$ cat src/rtl/cam_cap_pkg.sv
// Shared camera-capture definitions: FSM states, default QQVGA geometry and the
// ceil-log2 helper used to validate counter widths at elaboration.
package cam_cap_pkg;

  typedef enum logic [1:0] {
    IDLE    = 2'd0,
    ARM     = 2'd1,
    CAPTURE = 2'd2,
    DONE    = 2'd3
  } cap_state_e;

  localparam int unsigned H_PIX_DEF = 160;
  localparam int unsigned V_PIX_DEF = 120;

  function automatic int unsigned clog2(input int unsigned v);
    int unsigned     r;
    longint unsigned p;
    r = 0;
    p = 1;
    while (p < 64'(v)) begin
      p = p << 1;
      r = r + 1;
    end
    return r;
  endfunction

endpackage

$ cat src/rtl/sync_edge_det.sv
// Registered rise/fall detector; edges are combinational from d and its previous
// value, so an edge is usable in the cycle it is first seen. No backpressure.
module sync_edge_det (
  input  logic clk,
  input  logic rst,
  input  logic d,
  output logic rise,
  output logic fall
);

  logic prev_q, prev_d;

  always_comb prev_d = d;

  always_ff @(posedge clk or negedge rst) begin
    if (!rst) prev_q <= 1'b0;
    else      prev_q <= prev_d;
  end

  assign rise = d & ~prev_q;
  assign fall = ~d & prev_q;

endmodule

$ cat src/rtl/cam_frame_addr_gen.sv
// Frame-buffer write-address generator: one registered write (1-cycle latency) per
// accepted pixel, no backpressure. LINE_ERR_CNT_EN adds a saturating bad-line counter.
module cam_frame_addr_gen
  import cam_cap_pkg::*;
#(
  parameter int unsigned H_PIX  = H_PIX_DEF,
  parameter int unsigned V_PIX  = V_PIX_DEF,
  parameter int unsigned ADDR_W = 15,
  parameter int unsigned COL_W  = 8,
  parameter int unsigned ROW_W  = 7
) (
  input  logic              clk,
  input  logic              rst,
  input  logic              start,
  input  logic              continuous,
  input  logic              vsync,
  input  logic              href,
  input  logic              px_valid,
  output logic [ADDR_W-1:0] addr,
  output logic              wr_en,
  output logic [COL_W-1:0]  col,
  output logic [ROW_W-1:0]  row,
  output logic              busy,
  output logic              ok,
  output logic              frame_done,
  output logic              short_frame,
`ifdef LINE_ERR_CNT_EN
  output logic [7:0]        line_err_cnt,
`endif
  output logic              overrun
);

  if (ADDR_W < clog2(H_PIX * V_PIX)) begin : g_chk_addr_w
    $error("ADDR_W too small for H_PIX*V_PIX");
  end
  if (COL_W < clog2(H_PIX + 1)) begin : g_chk_col_w
    $error("COL_W too small for H_PIX");
  end
  if (ROW_W < clog2(V_PIX + 1)) begin : g_chk_row_w
    $error("ROW_W too small for V_PIX");
  end

  localparam logic [ADDR_W-1:0] PIX_LAST = ADDR_W'(H_PIX * V_PIX - 1);
  localparam logic [COL_W-1:0]  COL_LAST = COL_W'(H_PIX - 1);

  cap_state_e        state_q, state_d;
  logic [ADDR_W-1:0] cnt_q, cnt_d, addr_q, addr_d;
  logic [COL_W-1:0]  ccnt_q, ccnt_d, col_q, col_d;
  logic [ROW_W-1:0]  rcnt_q, rcnt_d, row_q, row_d;
  logic              wr_en_q, wr_en_d, short_q, short_d, ovr_q, ovr_d;
  logic              px_acc, vs_rise, vs_fall, hr_rise, hr_fall;
  logic              unused_edges;

  sync_edge_det u_vsync_edge (.clk(clk), .rst(rst), .d(vsync), .rise(vs_rise), .fall(vs_fall));
  sync_edge_det u_href_edge  (.clk(clk), .rst(rst), .d(href),  .rise(hr_rise), .fall(hr_fall));

  assign unused_edges = vs_fall ^ hr_rise ^ hr_fall;
  assign px_acc       = px_valid & href;

  always_comb begin
    state_d = state_q;
    cnt_d   = cnt_q;
    ccnt_d  = ccnt_q;
    rcnt_d  = rcnt_q;
    addr_d  = addr_q;
    col_d   = col_q;
    row_d   = row_q;
    wr_en_d = 1'b0;
    short_d = short_q;
    ovr_d   = ovr_q;
    case (state_q)
      IDLE: begin
        if (start) begin
          state_d = ARM;
          short_d = 1'b0;
          ovr_d   = 1'b0;
        end
      end
      ARM: begin
        if (vs_rise) begin
          state_d = CAPTURE;
          cnt_d   = '0;
          ccnt_d  = '0;
          rcnt_d  = '0;
          col_d   = '0;
          row_d   = '0;
        end
      end
      CAPTURE: begin
        if (px_acc) begin
          wr_en_d = 1'b1;
          addr_d  = cnt_q;
          col_d   = ccnt_q;
          row_d   = rcnt_q;
          cnt_d   = cnt_q + 1'b1;
          if (ccnt_q == COL_LAST) begin
            ccnt_d = '0;
            rcnt_d = rcnt_q + 1'b1;
          end else begin
            ccnt_d = ccnt_q + 1'b1;
          end
          if (cnt_q == PIX_LAST) state_d = DONE;
        end
        // A vsync edge that coincides with the last pixel still counts as a full frame.
        if (vs_rise && state_d != DONE) begin
          state_d = DONE;
          short_d = 1'b1;
        end
      end
      default: state_d = continuous ? ARM : IDLE;
    endcase
    if (px_acc && state_q != CAPTURE) ovr_d = 1'b1;
  end

  always_ff @(posedge clk or negedge rst) begin
    if (!rst) begin
      state_q <= IDLE;
      cnt_q   <= '0;
      ccnt_q  <= '0;
      rcnt_q  <= '0;
      addr_q  <= '0;
      col_q   <= '0;
      row_q   <= '0;
      wr_en_q <= 1'b0;
      short_q <= 1'b0;
      ovr_q   <= 1'b0;
    end else begin
      state_q <= state_d;
      cnt_q   <= cnt_d;
      ccnt_q  <= ccnt_d;
      rcnt_q  <= rcnt_d;
      addr_q  <= addr_d;
      col_q   <= col_d;
      row_q   <= row_d;
      wr_en_q <= wr_en_d;
      short_q <= short_d;
      ovr_q   <= ovr_d;
    end
  end

  assign addr        = addr_q;
  assign col         = col_q;
  assign row         = row_q;
  assign wr_en       = wr_en_q;
  assign short_frame = short_q;
  assign overrun     = ovr_q;
  assign busy        = (state_q == ARM) || (state_q == CAPTURE);
  assign ok          = (state_q == CAPTURE);
  assign frame_done  = (state_q == DONE);

`ifdef LINE_ERR_CNT_EN
  localparam int unsigned LPX_W = COL_W + 1;

  // Per-line pixel count saturates just above H_PIX; only "== H_PIX" matters.
  logic [LPX_W-1:0] lpx_q, lpx_d;
  logic [7:0]       lec_q, lec_d;

  always_comb begin
    lpx_d = lpx_q;
    lec_d = lec_q;
    if (state_q == CAPTURE && hr_fall && lpx_q != LPX_W'(H_PIX) && lec_q != 8'hFF)
      lec_d = lec_q + 8'd1;
    if (hr_fall || (state_q == ARM && vs_rise))
      lpx_d = '0;
    else if (state_q == CAPTURE && px_acc && lpx_q != LPX_W'(H_PIX + 1))
      lpx_d = lpx_q + 1'b1;
    if (state_q == IDLE && start)
      lec_d = '0;
  end

  always_ff @(posedge clk or negedge rst) begin
    if (!rst) begin
      lpx_q <= '0;
      lec_q <= '0;
    end else begin
      lpx_q <= lpx_d;
      lec_q <= lec_d;
    end
  end

  assign line_err_cnt = lec_q;
`endif

endmodule
$ cat config.mk
export PLATFORM = sky130hd
export DESIGN_NAME = cam_frame_addr_gen
export DESIGN_NICKNAME = d
export VERILOG_FILES = /design/src/rtl/cam_cap_pkg.sv /design/src/rtl/sync_edge_det.sv /design/src/rtl/cam_frame_addr_gen.sv
export SDC_FILE = /design/constraint.sdc
export NUM_CORES = 1
export LEC_CHECK = 0
export CORE_MARGIN = 3
export CORE_UTILIZATION = 45
export DETAILED_ROUTE_END_ITERATION = 10
export PLACE_DENSITY_LB_ADDON = 0.25
export SKIP_CTS_REPAIR_TIMING = 1
export SYNTH_ARGS = -nofsm -noshare
export SYNTH_HDL_FRONTEND = slang
export SYNTH_SLANG_ARGS = --single-unit
$ cat constraint.sdc
create_clock -name clk -period 3.77 [get_ports clk]
set_input_delay 0.754 -clock clk [delete_from_list [all_inputs] [get_ports clk]]
set_output_delay 0.754 -clock clk [all_outputs]
set_load 0.01 [all_outputs]
==> results.md, run 1 <==
- Setup repair after global routing left no endpoint under its margin.
- The area overhead of the layout relative to synthesis is 21.7%.
- The total wire length is 6390 um.
- After synthesis, the most frequently instantiated cells are 66 x sky130_fd_sc_hd__dfrtp_1, 23 x sky130_fd_sc_hd__nand2_1, 18 x sky130_fd_sc_hd__a21oi_1.
- Clock-pin slew was measured on the worst setup and hold paths at 0.07 ns.
- The number of antenna violations at the first check in global routing is 0.
- The layout net count is ~340.
- Buffers inserted during clock tree synthesis total 9.
- For this run, design rule violations remaining after detail routing come to 0.
- STA classifies the critical path endpoint as a flip-flop.
- Of all nets on the critical path, the largest fanout is between 40 and 50.
- Based on the critical path, the design can be clocked at up to 358 MHz.
- Of the cells placed in the final design, the portion with a size suffix greater than 1 is 11.2%.
- The unique cell type count in the Yosys netlist is 40.
- Setup slack on the critical path of the routed design comes to 0.978 ns.
- The synthesized area divided by synthesized cell count is 10.9 sq um.
- Before CTS, the worst setup slack after placement is 0.666 ns.
- The number of antenna diodes in the final layout is 0.
- By instance count, the leading cell after synthesis is sky130_fd_sc_hd__dfrtp_1.
- Measured along the x axis, the die boundary spans approximately 90 um.
- The placed instance area is 3590 sq um.
- The total iterations of the first detailed-routing run is 4.
- The worst clock skew is approximately 0.0087 ns.
- Synthesis produced a netlist whose cell count is between 200 and 300.
- The combined global-route utilization of all metal layers is 17.7%.
- The clock insertion delay at the later pin of the skew report is between 0.3 and 0.4 ns.
- The share of the Yosys chip area taken by registers is 53.3%.
- For the worst setup path, the data required time is 4.04 ns.
- The final RePlAce weighted congestion is 0.816.
- In this run the deepest clock path goes through 2 buffers.
- The global-route wire length before repair is between 10000 and 15000 um.
- The clock period minus final worst setup slack is 2.79 ns.
- Sorting the synthesized cells by area gives the leading types as sky130_fd_sc_hd__dfrtp_1 53%, sky130_fd_sc_hd__mux2_2 5.8%, sky130_fd_sc_hd__a22o_1 4.8%.
- The floorplan die height is 89.0 um.
- The path type of the worst setup path is in -> reg.
- The number of max-cap violations is 0.
- The total grt overflow is 0.
- The number of failing hold endpoints at the final stage is 0.
- The worst hold-check path type is reg -> reg.
- The run finished with clean final reports.
- The post-route clock period utilization is 74.1%.
- The die area is between 7000 and 8000 sq um.
- The cell area that synthesis handed to floorplanning was 3100 sq um.
- The buffer type at the clock tree root is sky130_fd_sc_hd__clkbuf_8.
- The leakage power total is 0.00160 uW.
- The final count of negative-setup-slack endpoints is 0.
- For the pin with the worst max-slew slack, the measured transition is 1.14 ns.
- The total power density per cell area is 662 nW/um^2.
- The synthesized design contains 66 register bits.
- The number of nets in the synthesized netlist is 298.
- For the worst setup path, the data arrival time is around 3.1 ns.
- The core box area is about 6500 sq um.
- In this run the biggest area consumer among cell types represents 53.3% of the synthesized area.
- In the final routed layout, each cell accounts on average for 15.7 um.
- The via count of the first global-routing pass came to 2329.
- The starting utilization of the core area is 47.7%.
- The initial DRC count is between 200 and 250.
- The fraction of synthesis flops using an asynchronous set or reset pin is 100%.
- The number of slew-limit violations in the final report was 0.
- Headroom to the max-slew limit came out at between 20% and 30%.
- In the synthesized netlist the dominant register cell turns out to be sky130_fd_sc_hd__dfrtp_1.
- The Yosys step of the flow raised 0 warnings.
- Input and output buffers added on the ports amount to 42.
- Once layout is done, the placed cells without fillers occupy 3770 sq um.
- Entering global routing, the biggest net connects 67 pins.
- The via count is between 2k and 2.5k.
- The floorplan has 29 rows.
- In this run the remaining antenna-violating nets after routing total 0.
- After routing, the total negative slack on setup checks comes to 0 ns.
- After legalization and detailed placement, the total HPWL measured approximately 4200 um.
- The number of synthesized flops with an enable pin is 0.
- The via density per instance is 5.98.
- The maximum level of the CTS H-tree is 3.
- The peak supply drop is 0.000440 V.
- The overall power is 2500 uW.
- TritonCTS built the clock tree.
- Clock tree synthesis found a total of 66 sinks.
- The nature of the critical path startpoint is an input pin.
- The number of top-level pins is 43.
- The synthesized design spends more area on one cell type than any other, namely sky130_fd_sc_hd__dfrtp_1.
[worst max-delay path, stage by stage]
cell and delay, ns:
sky130_fd_sc_hd__clkdlybuf4s50_1 0.45, sky130_fd_sc_hd__a21boi_1 0.32, sky130_fd_sc_hd__a211o_1 0.92, sky130_fd_sc_hd__buf_4 0.35
sky130_fd_sc_hd__nor2_1 0.11, sky130_fd_sc_hd__a21oi_1 0.14
[logic make-up (layout without fill, tap and decap cells)]
group           after synthesis  in the layout  synth area share (%)
buf+inv                      24             71                  3.23
compound gates               79             79                  17.3
mux                          20             20                  7.11
simple gates                 88             88                  16.2
fa+ha+maj                     7              7                  2.83
flops                        66             66                  53.3
[final timing paths]
path                                        startpoint                     end  slack (ns)  cells past startpoint
worst max register to register  state_q[0]$_DFFE_PN0P_   ccnt_q[5]$_DFFE_PN0P_        1.08                      8
worst max-delay path                          px_valid   ccnt_q[5]$_DFFE_PN0P_        0.98                      6
worst min-delay path                col[0]$_DFFE_PN0P_      col[0]$_DFFE_PN0P_        0.48                      2
min in group asynchronous                          rst      col[2]$_DFFE_PN0P_        0.58                      2
max in group asynchronous                          rst  state_q[1]$_DFFE_PN0P_        2.65                      2
worst min register to register      col[0]$_DFFE_PN0P_      col[0]$_DFFE_PN0P_        0.48                      2
[final cells by class]
class / instances / area (sq um)
well taps: 77 / 96.3
fillers: 572 / 2720
multi-input cells: 194 / 1350
repair buffers: 48 / 460
clock inverters: 2 / 37.5
flip-flops and latches: 66 / 1650
inverters: 8 / 30.0
clock buffers: 13 / 149
[layout by cell type, fill, tap and decap left out, types with 3 or more instances in the layout]
master and instances:
sky130_fd_sc_hd__buf_4 6, sky130_fd_sc_hd__a21boi_1 4, sky130_fd_sc_hd__nand2b_1 5, sky130_fd_sc_hd__or3_1 6, sky130_fd_sc_hd__dfrtp_1 66, sky130_fd_sc_hd__mux2i_1 4, sky130_fd_sc_hd__nand4_1 6, sky130_fd_sc_hd__clkbuf_8 10
sky130_fd_sc_hd__nand2_1 23, sky130_fd_sc_hd__o21ai_0 17, sky130_fd_sc_hd__a21oi_1 18, sky130_fd_sc_hd__inv_1 8, sky130_fd_sc_hd__or4_1 13, sky130_fd_sc_hd__clkbuf_1 3, sky130_fd_sc_hd__a22o_1 17, sky130_fd_sc_hd__o31ai_1 13
sky130_fd_sc_hd__clkdlybuf4s50_1 41, sky130_fd_sc_hd__nand3_1 15, sky130_fd_sc_hd__ha_1 7, sky130_fd_sc_hd__nor4_1 4, sky130_fd_sc_hd__mux2_2 16
[power breakdown]
group	switching, uW	internal [uW]	total [uW]
clock network	266	321	587
registers	154	858	1010
logic	506	390	896
[state kept, by name (all words and copies together) (netlist names)]
name,cells
cnt_q,15
addr,15
row,7
col,8
state_q,2
overrun,1
ccnt_q,8
rcnt_q,7
u_vsync_edge.prev_q,1
short_frame,1
wr_en,1
[per-stage QoR]
step	cells	util, %	hold WS [ns]
floorplan	284	-	0.458
CTS	408	58.1	0.486
detailed placement	393	55.2	0.470
global placement	393	55.2	0.466
global route	408	58.1	0.513
finish	408	58.1	0.480
[metal layers]
metal,vias to the layer above,global-route usage (%),part of all wire [%]
met1,1193,24.2,48
met2,78,27.0,45
met3,10,4.61,5.4
li1,1158,-,-
met5,-,0,0
met4,0,7.17,1.8
Power figures use the tool's default switching activity.
==> run 2, diff against run 1 <==
- clock period: 3.77 -> 2.9 ns (I/O delays scaled with it)
==> run 2 against run 1 <==
- routed wire length increased by 1.8%
- die area unchanged
- via count decreased by 2.7%
- clock power increased by 20%
- register-to-register slack got worse by 0.57 ns
- first-iteration DRC count decreased by 36%
- flip-flop and latch count unchanged
- critical path depth decreased by 3
- sequential share of layout area about the same
- largest cell class unchanged
==> results.md, run 2 (synthesized netlist as in run 1, its figures left out) <==
- The clock period minus final worst setup slack is 2.44 ns.
- The global-route wire length before repair is 11100 um.
- The HPWL after detailed placement is 4480 um.
- The clock insertion delay at the later pin of the skew report is 0.34 ns.
- For this run, the share of the core covered by cells in the final layout is between 50% and 60%.
- The via count is 2374.
- Prior to clock tree synthesis, the placed netlist has a worst setup slack of 0.246 ns.
- The area overhead of the layout relative to synthesis is 21.7%.
- After clock tree synthesis, the clock-pin slew on the worst setup and hold paths is 0.07 ns.
- The number of top-level pins is 43.
- The number of I/O port buffers is 42.
- The number of failing hold endpoints at the final stage came to 0.
- The critical path arrival is ~1.9 ns.
- The count of nets left with antenna violations once routing finished came out at 0.
- The floorplan die height is 89.0 um.
- For the worst setup path, the data required time is 2.32 ns.
- The worst hold-check path type is in -> async.
- The number of rows created at floorplan is 29.
- STA classifies the critical path endpoint as a primary output.
- In the final routing, the length of wire on met1 measures between 3000 and 4000 um.
- The worst setup slack after layout is 0.461 ns.
- The run finished with clean final reports.
- Summed over all nets, wire length on met2 after detailed routing comes to about 3000 um.
- The post-route clock period utilization is 84.1%.
- In the final routed layout, each cell accounts on average for 15.9 um.
- The destination of the worst register-to-register timing path is cnt_q[14]$_DFFE_PN0P_.
- The root buffer cell chosen for the clock tree is sky130_fd_sc_hd__clkbuf_8.
- The via count of the first global-routing pass was 2292.
- The initial DRC count is 130.
- The actual slew at the worst max-slew pin is a little under 0.5 ns.
- The total negative slack is 0 ns.
- The source of the worst register-to-register timing path is state_q[0]$_DFFE_PN0P_.
- The worst setup path is launched from a flip-flop.
- The timing-limited maximum frequency is roughly 400 MHz.
- The remaining max-slew budget at the tightest pin is between 60% and 70%.
- The leading cell type in the layout, fill and taps excluded is sky130_fd_sc_hd__dfrtp_1.
- The worst-case IR drop observed on VDD is 0.000741 V.
- The share of layout cells above drive strength 1 is approximately an eighth.
- Summed over all layers, the routed wires come to 6500 um.
- Counting the buffers created by CTS gives 9.
- The worst register-to-register path has a setup slack of 0.51 ns.
- On the final layout, the worst clock skew is 0.00705 ns.
- After floorplanning, the core was sized to cover around 6500 sq um.
- After the last flow step, the layout net total stands at 342.
- The maximum level of the CTS H-tree is 3.
- The number of remaining DRC errors is 0.
- The number of slew-limit violations in the final report is 0.
- The number of antenna violations at the first check in global routing was 0.
- TritonCTS built the clock tree.
- The total grt overflow is 0.
- The path type of the worst setup path is reg -> out.
- The combined global-route utilization of all metal layers is 18.1%.
- Entering global routing, the biggest net connects 57 pins.
- The cell count of the worst reg-to-reg path is 7.
- Setup repair after global routing left no endpoint under its margin.
- The tree built by TritonCTS fans out to 66 sinks.
- Of all nets on the critical path, the largest fanout is 7.
- The library cells used most frequently in the layout, excluding fill and tap cells, are 66 x sky130_fd_sc_hd__dfrtp_1, 41 x sky130_fd_sc_hd__clkdlybuf4s50_1, 23 x sky130_fd_sc_hd__nand2_1.
- The highest layer touched by signal routing is met4.
- The x dimension of the die is 89.0 um.
- The starting utilization of the core area is 47.7%.
- The total power density per cell area is 847 nW/um^2.
- Setup violations remaining at the end of the flow were counted as 0.
- The die area is 7920 sq um.
- After detailed routing, the number of vias per cell comes to 5.82.
- The buffer levels on the longest clock path is 2.
- The final RePlAce weighted congestion is 0.847.
- The number of antenna repair diodes is 0.
- The detailed-routed wire length on met3 is 201 um.
- The number of max-cap violations is 0.
- The total iterations of the first detailed-routing run is 4.
- For this design the static power due to leakage is 0.00160 uW.
run 2: layout make-up:
cell class	count	area, sq um
clock buffer	12	165
clock inverter	2	12.5
fill	565	2720
inverter	8	30.0
multi-input combinational	194	1350
sequential	66	1650
tap	77	96.3
timing repair buffer	49	468
run 2: layer usage:
layer	global-route usage, %	vias up
li1	-	1157
met1	26.6	1164
met2	25.9	47
met3	3.59	6
met4	7.98	0
met5	0	-
run 2: worst max path at each step:
stage / cells after the start / startpoint / endpoint / slack (ns)
detailed placement: 6 / vsync / cnt_q[9]$_DFFE_PN0P_ / 0.25
finish: 3 / state_q[0]$_DFFE_PN0P_ / busy / 0.46
global route: 7 / state_q[0]$_DFFE_PN0P_ / cnt_q[6]$_DFFE_PN0P_ / 0.28
CTS: 3 / state_q[0]$_DFFE_PN0P_ / busy / 0.44
floorplan: 8 / state_q[0]$_DFFE_PN0P_ / cnt_q[7]$_DFFE_PN0P_ / 0.76
global placement: 6 / vsync / ccnt_q[5]$_DFFE_PN0P_ / 0.32
run 2: worst max-delay path: stages (launching register included):
cell and delay (ns):
sky130_fd_sc_hd__dfrtp_1 0.42, sky130_fd_sc_hd__inv_1 0.10, sky130_fd_sc_hd__ha_1 0.42, sky130_fd_sc_hd__clkdlybuf4s50_1 0.59
run 2: through the flow:
step | cells | hold slack (ns) | total power (uW) | area, sq um
2_1_floorplan | 284 | 0.284 | 2060 | 3100
3_3_place_gp | 394 | 0.465 | 2480 | 3590
3_5_place_dp | 394 | 0.477 | 2510 | 3590
4_1_cts | 408 | 0.198 | 3220 | 3770
5_1_grt | 408 | 0.209 | 3420 | 3770
6_report | 408 | 0.183 | 3200 | 3770
run 2: report_power, final:
group	internal (uW)	total, uW	switching, uW
logic	510	1170	662
registers	1120	1320	201
clock network	369	706	337
==> run 3, diff against run 2 <==
- clock period: 2.9 -> 2.4 ns (I/O delays scaled with it)
==> run 3 against run 2 <==
- clock power up 47%
- highest routed layer unchanged
- critical endpoint unchanged
- largest power group unchanged
- first-iteration DRC count up 11%
- core utilization up 1.7 points
- critical path depth unchanged
- total power up 30%
- critical path type unchanged
==> results.md, run 3 (synthesized netlist as in run 1, its figures left out) <==
- In this run the power density over the cells is 1070 nW/um^2.
- The critical path arrival is between 1.5 and 2 ns.
- Routability-driven placement finished with a final weighted congestion of 0.822.
- The source of the worst register-to-register timing path is state_q[1]$_DFFE_PN0P_.
- The share of the core filled with cells in the final layout is 59.7%.
- Prior to clock tree synthesis, the placed netlist has a worst setup slack of 0.0239 ns.
- Setup repair after global routing left no endpoint under its margin.
- TritonCTS built the clock tree.
- The nature of the critical path startpoint is a flip-flop.
- The tightest min-delay check is of the in -> async type.
- The die is 89.0 um wide.
- The maximum level of the CTS H-tree is 3.
- The number of antenna violations at the first check in global routing is 0.
- Counting I/O delays and the setup requirement, the final critical path takes 2.30 ns.
- The via count of the first global-routing pass is 2326.
- The detailed router placed 2452 vias in this run.
- At the worst endpoint, the required time is ~1.9 ns.
- No sink is reached through more buffers than the 2 on the longest clock path.
- The worst-case IR drop observed on VDD is around 0.00094 V.
- The leakage power total is about 0.0017 uW.
- The worst-case register-to-register setup slack is approximately 0.2 ns.
- The actual slew at the worst max-slew pin is 0.670 ns.
- The remaining antenna violation count after routing is 0.
- After global routing the overflow that remains totals 0.
- The final count of negative-setup-slack endpoints is 0.
- The worst setup path is captured at a primary output.
- The buffer type at the clock tree root is sky130_fd_sc_hd__clkbuf_8.
- Across all hold checks on the routed design, the worst slack comes to approximately 0.16 ns.
- In this run the critical register-to-register path is captured at ccnt_q[7]$_DFFE_PN0P_.
- In this run the worst setup path terminates at busy.
- The floorplan die height is 89.0 um.
- In the routed design, unresolved DRC markers number 0.
- The remaining max-slew budget at the tightest pin is 55.3%.
- The wire-length estimate of the detail-placed layout is about 4300 um.
- Of all nets on the critical path, the largest fanout is 7.
- The number of slew-limit violations in the final report was 0.
- The number of buffers added by the clock tree synthesis step is 9.
- The combined global-route utilization of all metal layers is between 10% and 20%.
- The sink count of the clock tree is 66.
- The total negative slack is 0 ns.
- The worst setup slack after layout is 0.0985 ns.
- The number of I/O port buffers is 42.
- Tracing the worst setup path back leads to its startpoint at state_q[0]$_DFFE_PN0P_.
- The starting utilization of the core area is 47.7%.
- The path type of the worst setup path is reg -> out.
- After layout, the worst path uses between 90% and 100% of the clock period.
- In this run, the number of DRC markers left after iteration 0 of detailed routing was 144.
- The total iterations of the first detailed-routing run is 5.
- The number of rows created at floorplan is 29.
- The leading cell type in the layout, fill and taps excluded is sky130_fd_sc_hd__dfrtp_1.
- The core box area is between 6000 and 7000 sq um.
- For this block, the routed nets add up to approximately 6600 um of wire.
- The repair_antennas step left the layout with diodes totalling 0.
- The fill cell total of the finished layout is 553.
- The run finished with clean final reports.
- The via density per instance is a little under 6.
- The die area is ~7900 sq um.
- The number of failing hold endpoints at the final stage is 0.
- For the final database, setup skew stands at 0.00878 ns.
- The timing-limited maximum frequency is 434 MHz.
- The design draws just over 4000 uW.
- The area overhead of the layout relative to synthesis is 25.2%.
- Entering global routing, the biggest net connects 57 pins.
- The number of max-cap violations is 0.
- The final layout contains between 300 and 400 nets.
- The clock reaches the later pin of the worst-skew pair after around 0.35 ns.
- For the worst flop-to-flop path, the logic depth is 7.
- In this run the count of I/O pins placed on the die edge is 43.
- The post-CTS clock slew at the launch and capture registers of the worst setup and hold paths is 0.07 ns.
- In the final routed layout, each cell accounts on average for between 15 and 20 um.
- The share of layout cells above drive strength 1 is 13.9%.
- In the layout the commonest cells are 66 x sky130_fd_sc_hd__dfrtp_1, 41 x sky130_fd_sc_hd__clkdlybuf4s50_1, 23 x sky130_fd_sc_hd__nand2_1.
- The global-route wire length before repair is approximately 11000 um.
-- run 3: power by group --
| part | internal (uW) | switching, uW | total [uW] |
|---|---|---|---|
| clock network | 637 | 405 | 1040 |
| registers | 1350 | 240 | 1590 |
| logic | 702 | 823 | 1530 |
| total | 2690 | 1470 | 4160 |
-- run 3: worst min-delay path by stage --
stage | slack [ns] | depth (start not counted) | from | to
CTS | 0.19 | 1 | rst | col[2]$_DFFE_PN0P_
global route | 0.21 | 1 | rst | col[1]$_DFFE_PN0P_
floorplan | 0.18 | 0 | rst | addr[0]$_DFFE_PN0P_
finish | 0.16 | 1 | rst | col[1]$_DFFE_PN0P_
detailed placement | 0.47 | 2 | addr[7]$_DFFE_PN0P_ | addr[7]$_DFFE_PN0P_
global placement | 0.47 | 2 | addr[7]$_DFFE_PN0P_ | addr[7]$_DFFE_PN0P_
-- run 3: worst max-delay path, cell delays in order, from the launching register on --
cell                              delay (ns)
sky130_fd_sc_hd__dfrtp_1                0.44
sky130_fd_sc_hd__inv_2                  0.08
sky130_fd_sc_hd__ha_2                   0.40
sky130_fd_sc_hd__clkdlybuf4s50_1        0.56
-- run 3: through the flow --
step / instance area, sq um / cells
after floorplan: 3100 / 284
after global placement: 3660 / 399
after detailed placement: 3660 / 399
after CTS: 3870 / 414
after global routing: 3880 / 414
final: 3880 / 414
-- run 3: final cells by class --
| cell class | count | area (sq um) | area share [%] |
|---|---|---|---|
| repair buffers | 54 | 531 | 13.7 |
| inverters | 8 | 30.0 | 0.774 |
| clock buffers | 13 | 159 | 4.10 |
| flip-flops and latches | 66 | 1650 | 42.6 |
| multi-input cells | 194 | 1350 | 34.9 |
| clock inverters | 2 | 60.1 | 1.55 |
| well taps | 77 | 96.3 | 2.48 |
-- run 3: routing by layer --
layer / GRT usage, % / share of wire, %
met5: 0 / 0
met4: 9.61 / 2.1
met3: 3.32 / 4.1
met2: 26.2 / 45
met1: 27.0 / 49
